$ cat src/rtl/wavegen_pkg.sv
// wavegen_multi shared types: waveform mode, count direction
// and the optional period counter width (WAVEGEN_CYCLE_COUNT_EN).
package wavegen_pkg;

    typedef enum logic [1:0] {
        MODE_TRI      = 2'b00,
        MODE_SAW_UP   = 2'b01,
        MODE_SAW_DOWN = 2'b10,
        MODE_HOLD     = 2'b11
    } mode_t;

    typedef enum logic {
        DIR_DOWN = 1'b0,
        DIR_UP   = 1'b1
    } dir_t;

    localparam int CYCLE_CNT_W = 16;

endpackage

$ cat src/rtl/wavegen_multi_if.sv
// Config/status bundle for wavegen_multi.
// cycle_count exists only with WAVEGEN_CYCLE_COUNT_EN defined.
interface wavegen_multi_if #(
    parameter int N      = 8,
    parameter int STEP_W = 4
);
    import wavegen_pkg::*;

    logic              ena;
    logic              load;
    mode_t             cfg_mode;
    logic [N-1:0]      cfg_lo;
    logic [N-1:0]      cfg_hi;
    logic [STEP_W-1:0] cfg_step;
    logic [N-1:0]      out;
    logic              dir;
    logic              period_done;
    logic              cfg_err;
`ifdef WAVEGEN_CYCLE_COUNT_EN
    logic [CYCLE_CNT_W-1:0] cycle_count;
`endif

    modport master (
`ifdef WAVEGEN_CYCLE_COUNT_EN
        input  cycle_count,
`endif
        output ena, load, cfg_mode, cfg_lo, cfg_hi, cfg_step,
        input  out, dir, period_done, cfg_err
    );

    modport slave (
`ifdef WAVEGEN_CYCLE_COUNT_EN
        output cycle_count,
`endif
        input  ena, load, cfg_mode, cfg_lo, cfg_hi, cfg_step,
        output out, dir, period_done, cfg_err
    );

endinterface

$ cat src/rtl/wavegen_step_calc.sv
// Next-value logic for wavegen_multi: N+1-bit add/subtract
// with borrow detect, clamping and wrap per mode.
module wavegen_step_calc
    import wavegen_pkg::*;
#(
    parameter int N      = 8,
    parameter int STEP_W = 4
) (
    input  logic [N-1:0]      i_out,
    input  dir_t              i_dir,
    input  logic [N-1:0]      i_lo,
    input  logic [N-1:0]      i_hi,
    input  logic [STEP_W-1:0] i_step,
    input  mode_t             i_mode,
    output logic [N-1:0]      o_next_out,
    output dir_t              o_next_dir,
    output logic              o_wrap
);
    localparam int PADW = N + 1 - STEP_W;

    logic [N:0] w_step;
    logic [N:0] w_up;
    logic [N:0] w_dn;
    logic [N:0] w_lo;
    logic [N:0] w_hi;
    logic       w_borrow;

    assign w_step   = {{PADW{1'b0}}, i_step};
    assign w_lo     = {1'b0, i_lo};
    assign w_hi     = {1'b0, i_hi};
    assign w_up     = {1'b0, i_out} + w_step;
    assign w_dn     = {1'b0, i_out} - w_step;
    assign w_borrow = w_dn[N];

    // Per-mode step; zero step and HOLD keep everything as is
    always_comb begin
        o_next_out = i_out;
        o_next_dir = i_dir;
        o_wrap     = 1'b0;
        if (i_step != '0) begin
            unique case (i_mode)
                MODE_TRI: begin
                    if (i_dir == DIR_UP) begin
                        if (w_up >= w_hi) begin
                            o_next_out = i_hi;
                            o_next_dir = DIR_DOWN;
                            o_wrap     = (i_lo == i_hi);
                        end else begin
                            o_next_out = w_up[N-1:0];
                        end
                    end else begin
                        if (w_borrow || w_dn <= w_lo) begin
                            o_next_out = i_lo;
                            o_next_dir = DIR_UP;
                            o_wrap     = 1'b1;
                        end else begin
                            o_next_out = w_dn[N-1:0];
                        end
                    end
                end
                MODE_SAW_UP: begin
                    o_next_dir = DIR_UP;
                    if (w_up > w_hi) begin
                        o_next_out = i_lo;
                        o_wrap     = 1'b1;
                    end else begin
                        o_next_out = w_up[N-1:0];
                    end
                end
                MODE_SAW_DOWN: begin
                    o_next_dir = DIR_DOWN;
                    if (w_borrow || w_dn < w_lo) begin
                        o_next_out = i_hi;
                        o_wrap     = 1'b1;
                    end else begin
                        o_next_out = w_dn[N-1:0];
                    end
                end
                MODE_HOLD: begin
                    o_next_out = i_out;
                end
            endcase
        end
    end

endmodule

$ cat src/rtl/wavegen_multi.sv
// Programmable periodic waveform counter (tri/saw/hold).
// Option: WAVEGEN_CYCLE_COUNT_EN adds a 16-bit period counter.
module wavegen_multi
    import wavegen_pkg::*;
#(
    parameter int N      = 8,
    parameter int STEP_W = 4
) (
    input  logic            clk,
    input  logic            rst,
    wavegen_multi_if.slave  bus
);
    mode_t             r_mode;
    logic [N-1:0]      r_lo;
    logic [N-1:0]      r_hi;
    logic [STEP_W-1:0] r_step;
    logic [N-1:0]      r_out;
    dir_t              r_dir;
    logic              r_pd;
    logic              r_err;

    logic [N-1:0]      w_next_out;
    dir_t              w_next_dir;
    logic              w_wrap;
    logic              w_load_err;
    logic [N-1:0]      w_load_out;
    dir_t              w_load_dir;
    logic              w_adv;

    assign w_load_err = (bus.cfg_lo > bus.cfg_hi);
    assign w_load_out = (bus.cfg_mode == MODE_SAW_DOWN && !w_load_err)
                      ? bus.cfg_hi : bus.cfg_lo;
    assign w_load_dir = (bus.cfg_mode == MODE_SAW_DOWN) ? DIR_DOWN : DIR_UP;
    assign w_adv      = !bus.load && bus.ena && !r_err;

    wavegen_step_calc #(
        .N      (N),
        .STEP_W (STEP_W)
    ) u_calc (
        .i_out      (r_out),
        .i_dir      (r_dir),
        .i_lo       (r_lo),
        .i_hi       (r_hi),
        .i_step     (r_step),
        .i_mode     (r_mode),
        .o_next_out (w_next_out),
        .o_next_dir (w_next_dir),
        .o_wrap     (w_wrap)
    );

    // Shadow config; defaults reproduce the legacy 0..2^N-1 triangle
    always_ff @(posedge clk or negedge rst) begin
        if (!rst) begin
            r_mode <= MODE_TRI;
            r_lo   <= '0;
            r_hi   <= '1;
            r_step <= STEP_W'(1);
        end else if (bus.load) begin
            r_mode <= bus.cfg_mode;
            r_lo   <= bus.cfg_lo;
            r_hi   <= bus.cfg_hi;
            r_step <= bus.cfg_step;
        end
    end

    // Waveform state: load beats ena; an errored config freezes at lo
    always_ff @(posedge clk or negedge rst) begin
        if (!rst) begin
            r_out <= '0;
            r_dir <= DIR_UP;
            r_pd  <= 1'b0;
            r_err <= 1'b0;
        end else if (bus.load) begin
            r_out <= w_load_out;
            r_dir <= w_load_dir;
            r_pd  <= 1'b0;
            r_err <= w_load_err;
        end else if (w_adv) begin
            r_out <= w_next_out;
            r_dir <= w_next_dir;
            r_pd  <= w_wrap;
        end else begin
            r_pd  <= 1'b0;
        end
    end

    assign bus.out         = r_out;
    assign bus.dir         = r_dir;
    assign bus.period_done = r_pd;
    assign bus.cfg_err     = r_err;

`ifdef WAVEGEN_CYCLE_COUNT_EN
    logic [CYCLE_CNT_W-1:0] r_cnt;

    // Count periods in step with the period_done pulse
    always_ff @(posedge clk or negedge rst) begin
        if (!rst) begin
            r_cnt <= '0;
        end else if (bus.load) begin
            r_cnt <= '0;
        end else if (w_adv && w_wrap) begin
            r_cnt <= r_cnt + 1'b1;
        end
    end

    assign bus.cycle_count = r_cnt;
`endif

endmodule

$ cat src/flat_wrapper.sv
// flat-port wrapper written by rule: the top's interface ports become plain ports
module wavegen_multi_flat import wavegen_pkg::*;
#(
    parameter int N      = 8,
    parameter int STEP_W = 4
)
  (clk, rst, bus_ena, bus_load, bus_cfg_mode, bus_cfg_lo, bus_cfg_hi, bus_cfg_step, bus_out, bus_dir, bus_period_done, bus_cfg_err);
  wavegen_multi_if #(.N(N), .STEP_W(STEP_W)) bus_i ();
  input  logic clk;
  input  logic rst;
  input wire logic [$bits(bus_i.ena)-1:0] bus_ena;
  input wire logic [$bits(bus_i.load)-1:0] bus_load;
  input wire logic [$bits(bus_i.cfg_mode)-1:0] bus_cfg_mode;
  input wire logic [$bits(bus_i.cfg_lo)-1:0] bus_cfg_lo;
  input wire logic [$bits(bus_i.cfg_hi)-1:0] bus_cfg_hi;
  input wire logic [$bits(bus_i.cfg_step)-1:0] bus_cfg_step;
  output wire logic [$bits(bus_i.out)-1:0] bus_out;
  output wire logic [$bits(bus_i.dir)-1:0] bus_dir;
  output wire logic [$bits(bus_i.period_done)-1:0] bus_period_done;
  output wire logic [$bits(bus_i.cfg_err)-1:0] bus_cfg_err;
  assign bus_i.ena = bus_ena;
  assign bus_i.load = bus_load;
  assign bus_i.cfg_mode = bus_cfg_mode;
  assign bus_i.cfg_lo = bus_cfg_lo;
  assign bus_i.cfg_hi = bus_cfg_hi;
  assign bus_i.cfg_step = bus_cfg_step;
  assign bus_out = bus_i.out;
  assign bus_dir = bus_i.dir;
  assign bus_period_done = bus_i.period_done;
  assign bus_cfg_err = bus_i.cfg_err;
  wavegen_multi #(.N(N), .STEP_W(STEP_W)) u_core (.clk(clk), .rst(rst), .bus(bus_i));
endmodule
$ cat config.mk
export PLATFORM = sky130hd
export DESIGN_NAME = wavegen_multi_flat
export DESIGN_NICKNAME = d
export VERILOG_FILES = /design/src/rtl/wavegen_pkg.sv /design/src/rtl/wavegen_multi_if.sv /design/src/rtl/wavegen_step_calc.sv /design/src/rtl/wavegen_multi.sv /design/src/flat_wrapper.sv
export SDC_FILE = /design/constraint.sdc
export NUM_CORES = 1
export LEC_CHECK = 0
export ABC_AREA = 1
export BUFFER_PORTS_ARGS = -buffer_cell sky130_fd_sc_hd__buf_2
export CORE_MARGIN = 8
export CORE_UTILIZATION = 56
export DETAILED_ROUTE_END_ITERATION = 8
export PLACE_DENSITY = 0.73
export RECOVER_POWER = 50
export SLEW_MARGIN = 30
export SYNTH_ARGS = -nofsm -noshare
export SYNTH_HDL_FRONTEND = slang
export SYNTH_HIERARCHICAL = 1
export SYNTH_SLANG_ARGS = --single-unit
$ cat constraint.sdc
create_clock -name clk -period 9 [get_ports clk]
set_input_delay 1.8 -clock clk [delete_from_list [all_inputs] [get_ports clk]]
set_output_delay 1.8 -clock clk [all_outputs]
set_load 0.05 [all_outputs]
# [Word-level counts from Yosys, hierarchy flattened]
# Index checks and enable logic that the tools add are counted.
[classes] n_eq_ne=6 magnitude_cmp=5 muxes=26 n_reduce_logical=15 add_sub_neg=2 shift=0 bitwise=0 div=0 multipliers=0
[ops] op="two-way mux 8 bit" n=9
[ops] op="case mux 8 bit (3 select lines)" n=1
[ops] op="two-way mux 1 bit" n=14
[ops] op="adder 8 x 4 -> 9 bit" n=1
[ops] op=">= comparator 9 x 8 -> 1 bit" n=1
[ops] op="greater-than comparator 9 x 8 -> 1 bit" n=1
[ops] op="<= comparator 9 x 8 -> 1 bit" n=1
[ops] op="< comparator 9 x 8 -> 1 bit" n=1
[ops] op="subtractor 8 x 4 -> 9 bit" n=1
[ops] op="equality test 8 bit" n=1
[ops] op="greater-than comparator 8 bit" n=1
[ops] op="nonzero test 4 bit" n=2
[ops] op="equality test 2 bit (second input constant)" n=3
[ops] op="case mux 1 bit (3 select lines)" n=2
[ops] op="AND reduction 3 bit" n=2
[ops] op="nonzero test 2 bit" n=2
[ops] op="logical AND 1 bit" n=3
[ops] op="zero test 1 bit" n=3
[ops] op="equality test 2 x 1 -> 1 bit (second input constant)" n=1
[ops] op="zero test 2 bit" n=1
[ops] op="logical OR 1 bit" n=2
[ops] op="inequality test 2 bit (second input constant)" n=1
[totals] mem_bits_ro=0 memories=0 ram_bits=0 word_cells=62 output_inout_bits=11 ff_bits=33 latch_bits=0

# [Depth between registers and ports, before layout]
# Gate-level depths: netlist of the first run.
[depth] depth_word=9 mapped_depth=28

# [Hierarchy]
# The synthesis of the first run kept the hierarchy.
[by_module_without_submodules] mod="wavegen_step_calc" area_per_inst_um2=2097.0 seq_area_each_um2=0.0 n_inst=1 cells_each=388
[by_module_without_submodules] mod="wavegen_multi" area_per_inst_um2=1769.2 seq_area_each_um2=838.3 n_inst=1 cells_each=212

# [Least setup slack after synthesis of the first run]
# No wires, ideal clock.
[synth_timing] path_type="register -> register" from="register u_core.r_out[2] (netlist: u_core/bus.out[2])" to="register u_core.r_out[1] (netlist: u_core/bus.out[1])" setup_slack_ns=5.488 path_stages_with_launch=27 arrival_ns=3.390 period_less_slack_ns=3.512 n_path_buf=1 cell_sequence="dfrtp_1 > ha_1 > buf_4 > nor2_1 > nand2_1 > nand3_1 > xor2_1 > inv_1 > ha_1 > nand2_1 > nor2_1 > nand2_1 > nand3_1 > nand2_1 > nand2_1 > nand2_4 > nand2_4 > nand2_1 > nand3_1 > nand2_1 > inv_1 > nand2_1 > nand3_1 > nand2_1 > o21ai_0 > a21boi_2 > a21oi_2"
[synth_between] elab_chain_cells=9 word_cells_on_any_way=17 cone_classes="2 x add/sub; 4 x order compare; 9 x mux; 2 x reduce/logical"
[synth_rtl] item="start, declared" line_no="wavegen_multi.sv:17" source="logic [N-1:0] r_out;"
[synth_rtl] item="start signal, assigned" line_no="wavegen_multi.sv:74" source="r_out <= w_load_out;"
[synth_rtl] item="start signal, assigned" line_no="wavegen_multi.sv:79" source="r_out <= w_next_out;"
[synth_rtl] item="subtractor 8 x 4 -> 9 bit" line_no="wavegen_step_calc.sv:32" source="assign w_dn = {1'b0, i_out} - w_step;"
[synth_rtl] item="<= comparator 9 x 8 -> 1 bit" line_no="wavegen_step_calc.sv:52" source="if (w_borrow || w_dn <= w_lo) begin"
[synth_rtl] item="logical OR 1 bit" line_no="wavegen_step_calc.sv:52"
[synth_rtl] item="two-way mux 8 bit" line_no="wavegen_step_calc.sv:52"
[synth_rtl] item="two-way mux 8 bit" line_no="wavegen_step_calc.sv:43" source="if (i_dir == DIR_UP) begin"
[synth_rtl] item="case mux 8 bit (3 select lines) *" line_no="wavegen_step_calc.sv:41" source="unique case (i_mode)"
[synth_rtl] item="two-way mux 8 bit *" line_no="wavegen_step_calc.sv:40" source="if (i_step != '0) begin"
[synth_rtl] item="net u_core.w_next_out[1]" line_no="wavegen_multi.sv:22" source="logic [N-1:0] w_next_out;"
[synth_rtl] item="two-way mux 8 bit *" line_no="wavegen_multi.sv:78" source="end else if (w_adv) begin"
[synth_rtl] item="two-way mux 8 bit *" line_no="wavegen_multi.sv:73" source="end else if (bus.load) begin"
# The timed path passes the listed nets; every way through them passes the cells marked *. The select of a mux whose other input is x is not followed.
# A chain may end at the register's enable or synchronous reset.

# [Worst setup path in the final report of the first run]
[layout_timing] from="register u_core.r_step[0]" to="register u_core.r_out[0] (netlist: u_core/bus.out[0])"
[layout_between] elab_chain_cells=9 word_cells_on_any_way=20 cone_classes="2 x add/sub; 4 x order compare; 9 x mux; 5 x reduce/logical"
[layout_rtl] item="start, declared" line_no="wavegen_multi.sv:16" source="logic [STEP_W-1:0] r_step;"
[layout_rtl] item="start signal, assigned" line_no="wavegen_multi.sv:62" source="r_step <= bus.cfg_step;"
[layout_rtl] item="subtractor 8 x 4 -> 9 bit" line_no="wavegen_step_calc.sv:32"
[layout_rtl] item="<= comparator 9 x 8 -> 1 bit" line_no="wavegen_step_calc.sv:52"
[layout_rtl] item="logical OR 1 bit" line_no="wavegen_step_calc.sv:52"
[layout_rtl] item="two-way mux 8 bit" line_no="wavegen_step_calc.sv:52"
[layout_rtl] item="two-way mux 8 bit" line_no="wavegen_step_calc.sv:43"
[layout_rtl] item="case mux 8 bit (3 select lines) *" line_no="wavegen_step_calc.sv:41"
[layout_rtl] item="two-way mux 8 bit *" line_no="wavegen_step_calc.sv:40"
[layout_rtl] item="net u_core.w_next_out[0]" line_no="wavegen_multi.sv:22"
[layout_rtl] item="two-way mux 8 bit *" line_no="wavegen_multi.sv:78"
[layout_rtl] item="two-way mux 8 bit *" line_no="wavegen_multi.sv:73"
# Marks and branches as above.

==> metrics.cfg, run 1 <==
[die]
start_util_pct=57.2
row_count=30
die_area_sq_mm=0.00982
boundaryPins=37
dieHeight_um=99.1
die_w_um=99.1
fp.coreArea_sq_mm=0.00676

[synth]
yosysSeqAreaShare_pct=21.7
netlist_area_sq_mm=0.00387
yosysWarnings=6
syn_area_per_cell_sq_um=6.44
synth_seq_cells=33
synthCells=600
syn_nets=660
yosysUniqueCellTypes=36

[global_routing]
track_usage_pct=24.8
antenna_found_initial=0
grt_pass1_vias=3918
grt_start_max_net_pins=45
grt_pass1_wl_mm=19.6
overflow=0

[setup_path]
end_kind=flip-flop
cp_data_arrival_time_ps=4340
r2r_cells=24
slowest_delay_ps=570
crit_start=u_core/r_step[0]$_DFFE_PN1P_
worst_path_max_delay_cell=dfstp_2
r2r-start=u_core/r_step[0]$_DFFE_PN1P_
path_cells=ha_1 > inv_1 > fa_1 > nand3_1 > nand2_1 > nor2_2 > nand2_2 > inv_2 > nand2_1 > nand2_1 > inv_1 > ha_1 > nand2_1 > inv_1 > nand4_1 > nand3_4 > nand2_1 > nand2_1 > nand3_1 > nand3_1 > nand2_1 > o21ai_0 > a21boi_2 > a21oi_2
critPathRequiredTime_ps=9170
critical_path_class=reg2reg
cp_max_fo=9
crit_top_cell=nand2_1
critPathLaunchType=flip-flop

[hold_path]
whs_path_depth=2
hp-class=reg2reg
worstHoldStart=u_core/r_hi[7]$_DFFE_PN1P_

[timing]
hold_viol=0
finalSetupViolCount=0
drv_slew=34
rsz0062_at_grt=no
relSlewSlack_pct=-17.5
period_minus_slack_ps=4170
skew_ps=3.85
finalCritPeriodShare_pct=46.3
clock.fmax_mhz=240
setup_tns_ps=0
worst_pin_slew_ps=1760

[clock_tree]
h-tree-depth=2
cts_setup_buffers=0
clk_path_buf_depth=2
cts_buffers=5
tritoncts=done
cts-root-buf=clkbuf_8
cts-hold-fix-buffers=0
cts_sinks=33
ctsResizeCount=0
cts.reportedPaths.clkPinSlew_ps=70
worstSkewPairLatency_ps=280

[drt]
wl_per_cell_um=17.2
route.detailed.drc=0
drt_iter0_markers=348
dr.pass1.iters=6
num_vias=4073
ant_nets=0
via_per_inst=5.73
finalWirelength_mm=12.2

[layout]
finalNetCount=690
antennaDiodeCount=0
drive_gt1_share_pct=18.4
syn2layout_area_growth_pct=7.96

[placement]
hpwl_mm=9.54
portBuffers=36
place_congestion=0.970

[pwr]
power_mw=0.822
ir_drop_v=0.000147
p_leak_nw=2.37
p_per_area_mw_per_mm2=197

[outcome]
violations=capacitance limit, slew limit
outcome=finished, violations left

[flow_run]
max_cap_viol_count=1

[report_power, final]
| part | leakage, nW | switching [mW] | internal, mW |
|---|---|---|---|
| clock | 0.0542 | 0.0537 | 0.0691 |
| sequential | 0.384 | 0.0361 | 0.168 |
| combinational | 1.93 | 0.337 | 0.157 |
| total | 2.37 | 0.427 | 0.395 |
[placed cells by master, fill, tap and decap left out, drive strengths merged]
cell type | netlist | routed
nand2 | 201 | 201
inv | 100 | 100
nand3 | 80 | 80
nor2 | 49 | 49
buf | 8 | 35
ha | 32 | 32
o21ai | 27 | 27
dfrtp | 23 | 23
a21oi | 23 | 23
nand4 | 13 | 13
dfstp | 10 | 10
clkbuf | 6 | 9
xnor2 | 5 | 5
a21boi | 4 | 4
xor2 | 4 | 4
nand3b | 3 | 3
and3 | 2 | 2
a21o | 2 | 2
or2 | 2 | 2
fa | 2 | 2
nor4 | 2 | 2
clkinv | 0 | 1
o211ai | 1 | 1
a22oi | 1 | 1
[critical path: cells and delay by family (launching register included)]
kind / cells / cell delay (ps)
compound gates: 3 / 430
simple gates: 14 / 1900
flops: 1 / 570
buf+inv: 4 / 280
fa+ha+maj: 3 / 850
[registers in the layout (all words and copies together) (netlist names)]
name and cells:
u_core/bus.cfg_err 1, u_core/bus.dir 1, u_core/bus.out 8, u_core/bus.period_done 1
u_core/r_hi 8, u_core/r_lo 8, u_core/r_mode 2, u_core/r_step 4
[logic make-up after synthesis]
family	share of synthesized area, %
AO/OA/AOI/OAI	9.58
adder cells (fa/ha/maj)	11.4
flip-flops	21.7
buffers and inverters	11.9
AND/OR/NAND/NOR	43.4
XOR/XNOR	2.04
[metrics by stage]
stage                     std cells  hold WS [ps]  area, sq um  util [%]  setup slack (ps)
after floorplan                 600           454         3870         -              5490
after global placement          703           471         4080      60.3              5020
after detailed placement        703           480         4080      60.3              4990
after CTS                       711           490         4180      61.8              4930
after global routing            711           516         4170      61.8              4560
final                           711           489         4170      61.8              4830
[Yosys cell counts]
cell type / number / share of area (%)
nor2_4: 4 / 1.2
dfrtp_1: 23 / 15
ha_1: 32 / 10
buf_2: 2 / 0.26
a21boi_2: 4 / 1.2
clkbuf_1: 6 / 0.58
buf_1: 1 / 0.097
xnor2_1: 5 / 1.1
nand2_2: 14 / 2.3
o21ai_2: 1 / 0.23
buf_6: 3 / 0.87
dfstp_2: 10 / 6.8
and3_1: 2 / 0.32
buf_4: 2 / 0.39
a21oi_2: 8 / 1.8
o211ai_1: 1 / 0.19
or2_2: 2 / 0.32
fa_1: 2 / 1.0
a21oi_4: 1 / 0.42
nand3_4: 1 / 0.45
nor2_2: 8 / 1.3
nand3_1: 74 / 9.6
nand4_1: 13 / 2.1
nor2_1: 37 / 3.6
xor2_1: 4 / 0.91
o21ai_0: 26 / 3.4
nor4_1: 2 / 0.32
a22oi_1: 1 / 0.19
nand2_4: 10 / 2.9
nand2_1: 177 / 17
inv_1: 95 / 9.2
a21oi_1: 14 / 1.8
nand3b_1: 3 / 0.58
inv_2: 5 / 0.49
nand3_2: 5 / 1.3
a21o_1: 2 / 0.39
[path summary, 6_finish.rpt]
kind                                                 end  slack [ps]
setup / recovery           u_core/bus.out[0]$_DFFE_PN0P_        4830
hold / removal                u_core/r_hi[7]$_DFFE_PN1P_         490
setup reg to reg           u_core/bus.out[0]$_DFFE_PN0P_        4830
hold reg to reg               u_core/r_hi[7]$_DFFE_PN1P_         490
max in group asynchronous     u_core/r_lo[5]$_DFFE_PN0P_        6000
min in group asynchronous     u_core/r_lo[1]$_DFFE_PN0P_        1970
[metal layers]
metal	up-vias	GRT usage [%]	wire length [um]
li1	1959	-	-
met1	1887	30.3	5180
met2	193	41.6	5710
met3	34	3.98	857
met4	0	11.9	463
met5	-	0	0
[final cells by class]
class,instances,area [sq um]
Fill cell,656,2580
Multi-Input combinational cell,453,2570
Sequential cell,33,838
Inverter,100,375
Timing Repair Buffer,37,185
Tap cell,80,100
Clock buffer,7,96.3
Clock inverter,1,5.00
Note: power is estimated with default switching activity, not from simulation.
==> inputs of run 2 (changes only) <==
Settings changed: ABC_AREA 1 to 0.
Clock period 9 ns to 4.2 ns, I/O delays scaled along.
==> run 2 against run 1 <==
  * The run ends with capacitance limit, slew limit, setup timing left
  * Sequential share of layout area shrank 0.37 points
  * Clock power rose by 120%
  * Non-clock buffer count is 39 higher
  * Worst setup slack got worse by 5000 ps
  * Largest power group unchanged
==> metrics.cfg, run 2 <==
[placement]
placedCellCount=527  ; was 703
place_ws_ps=-118  ; was 4990 ps
hpwl_mm=8.33  ; was 9.54 mm
portBuffers=36  ; unchanged
place_congestion=0.966  ; was 0.970
place_area_sq_mm=0.00395  ; was 0.00408 sq mm

[synth]
syn_nets=466  ; was 660
synth_commonest_cells=inv_1 (33), ha_1 (32), mux2i_1 (26), mux2_2 (25), dfrtp_1 (23)  ; was nand2_1 (177), inv_1 (95), nand3_1 (74), nor2_1 (37), ha_1 (32)
synth_top_area_share_pct=16.0  ; was 17.2%
netlist_area_sq_mm=0.00360  ; was 0.00387 sq mm
yosysSeqAreaShare_pct=23.3  ; was 21.7%
synthTopCellsByArea=dfrtp_1 (16%), ha_1 (11%), mux2_2 (7.8%)  ; was nand2_1 (17%), dfrtp_1 (15%), ha_1 (10%)
synth_seq_cells=33  ; unchanged
dominantRegCellSynth=dfrtp_1  ; unchanged
synthCells=406  ; was 600
synth_edf_count=0  ; unchanged
syn_area_per_cell_sq_um=8.86  ; was 6.44 sq um
yosysUniqueCellTypes=70  ; was 36
synthArstFlopShare_pct=100  ; unchanged
yosysWarnings=6  ; unchanged
synth.most_common_cell=inv_1  ; was nand2_1
yosysTopAreaCell=dfrtp_1  ; was nand2_1

[setup_path]
critPathLaunchType=flip-flop  ; unchanged
cp_data_arrival_time_ps=4450  ; was 4340 ps
critPathRequiredTime_ps=4330  ; was 9170 ps
cp_max_fo=5  ; was 9
critical_path_class=reg2reg  ; unchanged
end_kind=flip-flop  ; unchanged

[timing]
clock.fmax_mhz=231  ; was 240 MHz
period_minus_slack_ps=4320  ; was 4170 ps
drv_slew=34  ; unchanged
worst_pin_slew_ps=1770  ; was 1760 ps
setup_tns_ps=-706  ; was 0 ps
skew_ps=4.27  ; was 3.85 ps
layout_setup_ws_ps=-124  ; was 4830 ps
finalSetupViolCount=8  ; was 0
rsz0062_at_grt=yes  ; was no
finalCritPeriodShare_pct=103  ; was 46.3%
relSlewSlack_pct=-18.0  ; was -17.5%
hold_viol=0  ; unchanged

[layout]
layout_commonest_cell=buf_4  ; was nand2_1
most-common-layout-cells=buf_4 (37), buf_2 (34), inv_1 (32), ha_1 (30), mux2i_1 (26)  ; was nand2_1 (177), inv_1 (96), nand3_1 (74), nor2_1 (37), buf_2 (34)
drive_gt1_share_pct=32.6  ; was 18.4%
antennaDiodeCount=0  ; unchanged
fin_area_sq_mm=0.00426  ; was 0.00417 sq mm
finalNetCount=529  ; was 690
n_fill_cell=538  ; was 656
syn2layout_area_growth_pct=18.4  ; was 7.96%
instances_no_fill=547  ; was 711

[die]
die_area_sq_mm=0.00925  ; was 0.00982 sq mm
dieHeight_um=96.2  ; was 99.1 um
fp.coreArea_sq_mm=0.00628  ; was 0.00676 sq mm
row_count=29  ; was 30
boundaryPins=37  ; unchanged
start_util_pct=57.3  ; was 57.2%
die_w_um=96.2  ; was 99.1 um

[outcome]
outcome=finished, violations left  ; unchanged
violations=capacitance limit, slew limit, setup timing  ; was capacitance limit, slew limit

[drt]
ant_nets=0  ; unchanged
via_per_inst=6.47  ; was 5.73
num_vias=3538  ; was 4073
wl_per_cell_um=19.9  ; was 17.2 um
drt_iter0_markers=380  ; was 348
finalWirelength_mm=10.9  ; was 12.2 mm
route.detailed.drc=0  ; unchanged
dr.pass1.iters=5  ; was 6

[pwr]
ir_drop_v=0.000336  ; was 0.000147 V
p_per_area_mw_per_mm2=522  ; was 197 mW/mm^2
p_leak_nw=1.98  ; was 2.37 nW

[clock_tree]
cts-hold-fix-buffers=0  ; unchanged
worstSkewPairLatency_ps=290  ; was 280 ps
cts_sinks=33  ; unchanged
clk_path_buf_depth=2  ; unchanged
h-tree-depth=2  ; unchanged
tritoncts=done  ; unchanged
cts.reportedPaths.clkPinSlew_ps=70  ; about the same
cts-root-buf=clkbuf_8  ; unchanged
cts_buffers=5  ; unchanged

[global_routing]
use_met1_pct=32.5  ; was 30.3%
grt_pass1_wl_mm=17.6  ; was 19.6 mm
grt_start_max_net_pins=43  ; was 45
grt.met3_usage_pct=3.59  ; was 3.98%
overflow=0  ; unchanged
grt_pass1_vias=3471  ; was 3918
busiest_layer=met2  ; unchanged
antenna_found_initial=0  ; unchanged
use_met2_pct=37.6  ; was 41.6%
track_usage_pct=24.3  ; was 24.8%

[hold_path]
hp-class=reg2reg  ; unchanged

[flow_run]
max_cap_viol_count=1  ; unchanged

-- run 2: repair_timing --
action,CTS,global route
gates cloned,1,0
pin swaps,2,14
gates resized for setup,8,20
buffers inserted,7,4
endpoints found under the setup margin,8,8
-- run 2: final timing paths --
check | to | start | cells after the start | slack [ps]
max in group asynchronous | u_core/bus.out[0]$_DFFE_PN0P_ | rst | 1 | 2040
worst max-delay path | u_core/bus.out[4]$_DFFE_PN0P_ | u_core/r_step[0]$_DFFE_PN1P_ | 19 | -120
worst min register to register | u_core/bus.cfg_err$_DFFE_PN0P_ | u_core/bus.cfg_err$_DFFE_PN0P_ | 1 | 590
worst min-delay path | u_core/bus.cfg_err$_DFFE_PN0P_ | u_core/bus.cfg_err$_DFFE_PN0P_ | 1 | 590
worst max register to register | u_core/bus.out[4]$_DFFE_PN0P_ | u_core/r_step[0]$_DFFE_PN1P_ | 19 | -120
min in group asynchronous | u_core/r_lo[0]$_DFFE_PN0P_ | rst | 1 | 1010
-- run 2: worst max-delay path, cell delays in order (launching register included) --
cell and delay, ps:
dfstp_2 570, ha_4 140, inv_2 30, fa_2 360, a21o_2 240, and2_4 170
nor4_4 260, xor2_1 270, ha_2 240, a211o_2 110, and2b_2 230, a211o_4 360
nor2_4 160, buf_4 160, mux2i_1 170, mux2i_1 80, o22a_1 200, and2_1 140
a211oi_2 210, a31oi_1 60
-- run 2: logic make-up after synthesis --
kind of cell	count (synthesis)	synth area share, %
AND/OR/NAND/NOR	111	16.8
flip-flops	33	23.3
XOR/XNOR	20	4.87
buffers and inverters	53	7.34
AO/OA/AOI/OAI	104	20.4
adder cells (fa/ha/maj)	34	12.2
multiplexers	51	15.1
-- run 2: where the power goes --
part	internal (mW)	total, mW	switching [mW]
Combinational	0.708	1.52	0.810
Sequential	0.366	0.435	0.0688
Clock	0.148	0.270	0.122
Total	1.22	2.22	1.00
-- run 2: cell type report --
type | instances | area [sq um] | share of cell area, %
inverters | 33 | 124 | 2.91
clock buffers | 7 | 96.3 | 2.26
clock inverters | 1 | 5.00 | 0.118
repair buffers | 76 | 489 | 11.5
well taps | 77 | 96.3 | 2.26
flip-flops and latches | 33 | 840 | 19.7
multi-input cells | 320 | 2610 | 61.3
-- run 2: per-stage QoR --
step / util [%] / power (mW) / hold slack [ps]
final: 67.8 / 2.22 / 586
after detailed placement: 62.9 / 1.74 / 582
after global placement: 62.9 / 1.71 / 545
after global routing: 67.8 / 2.35 / 617
after floorplan: - / 1.38 / 504
after CTS: 66.1 / 2.11 / 597
-- run 2: layer usage --
layer	vias up	routed length, um
li1	1623	-
met1	1716	4680
met2	167	5090
met3	32	762
met4	0	366
met5	-	0
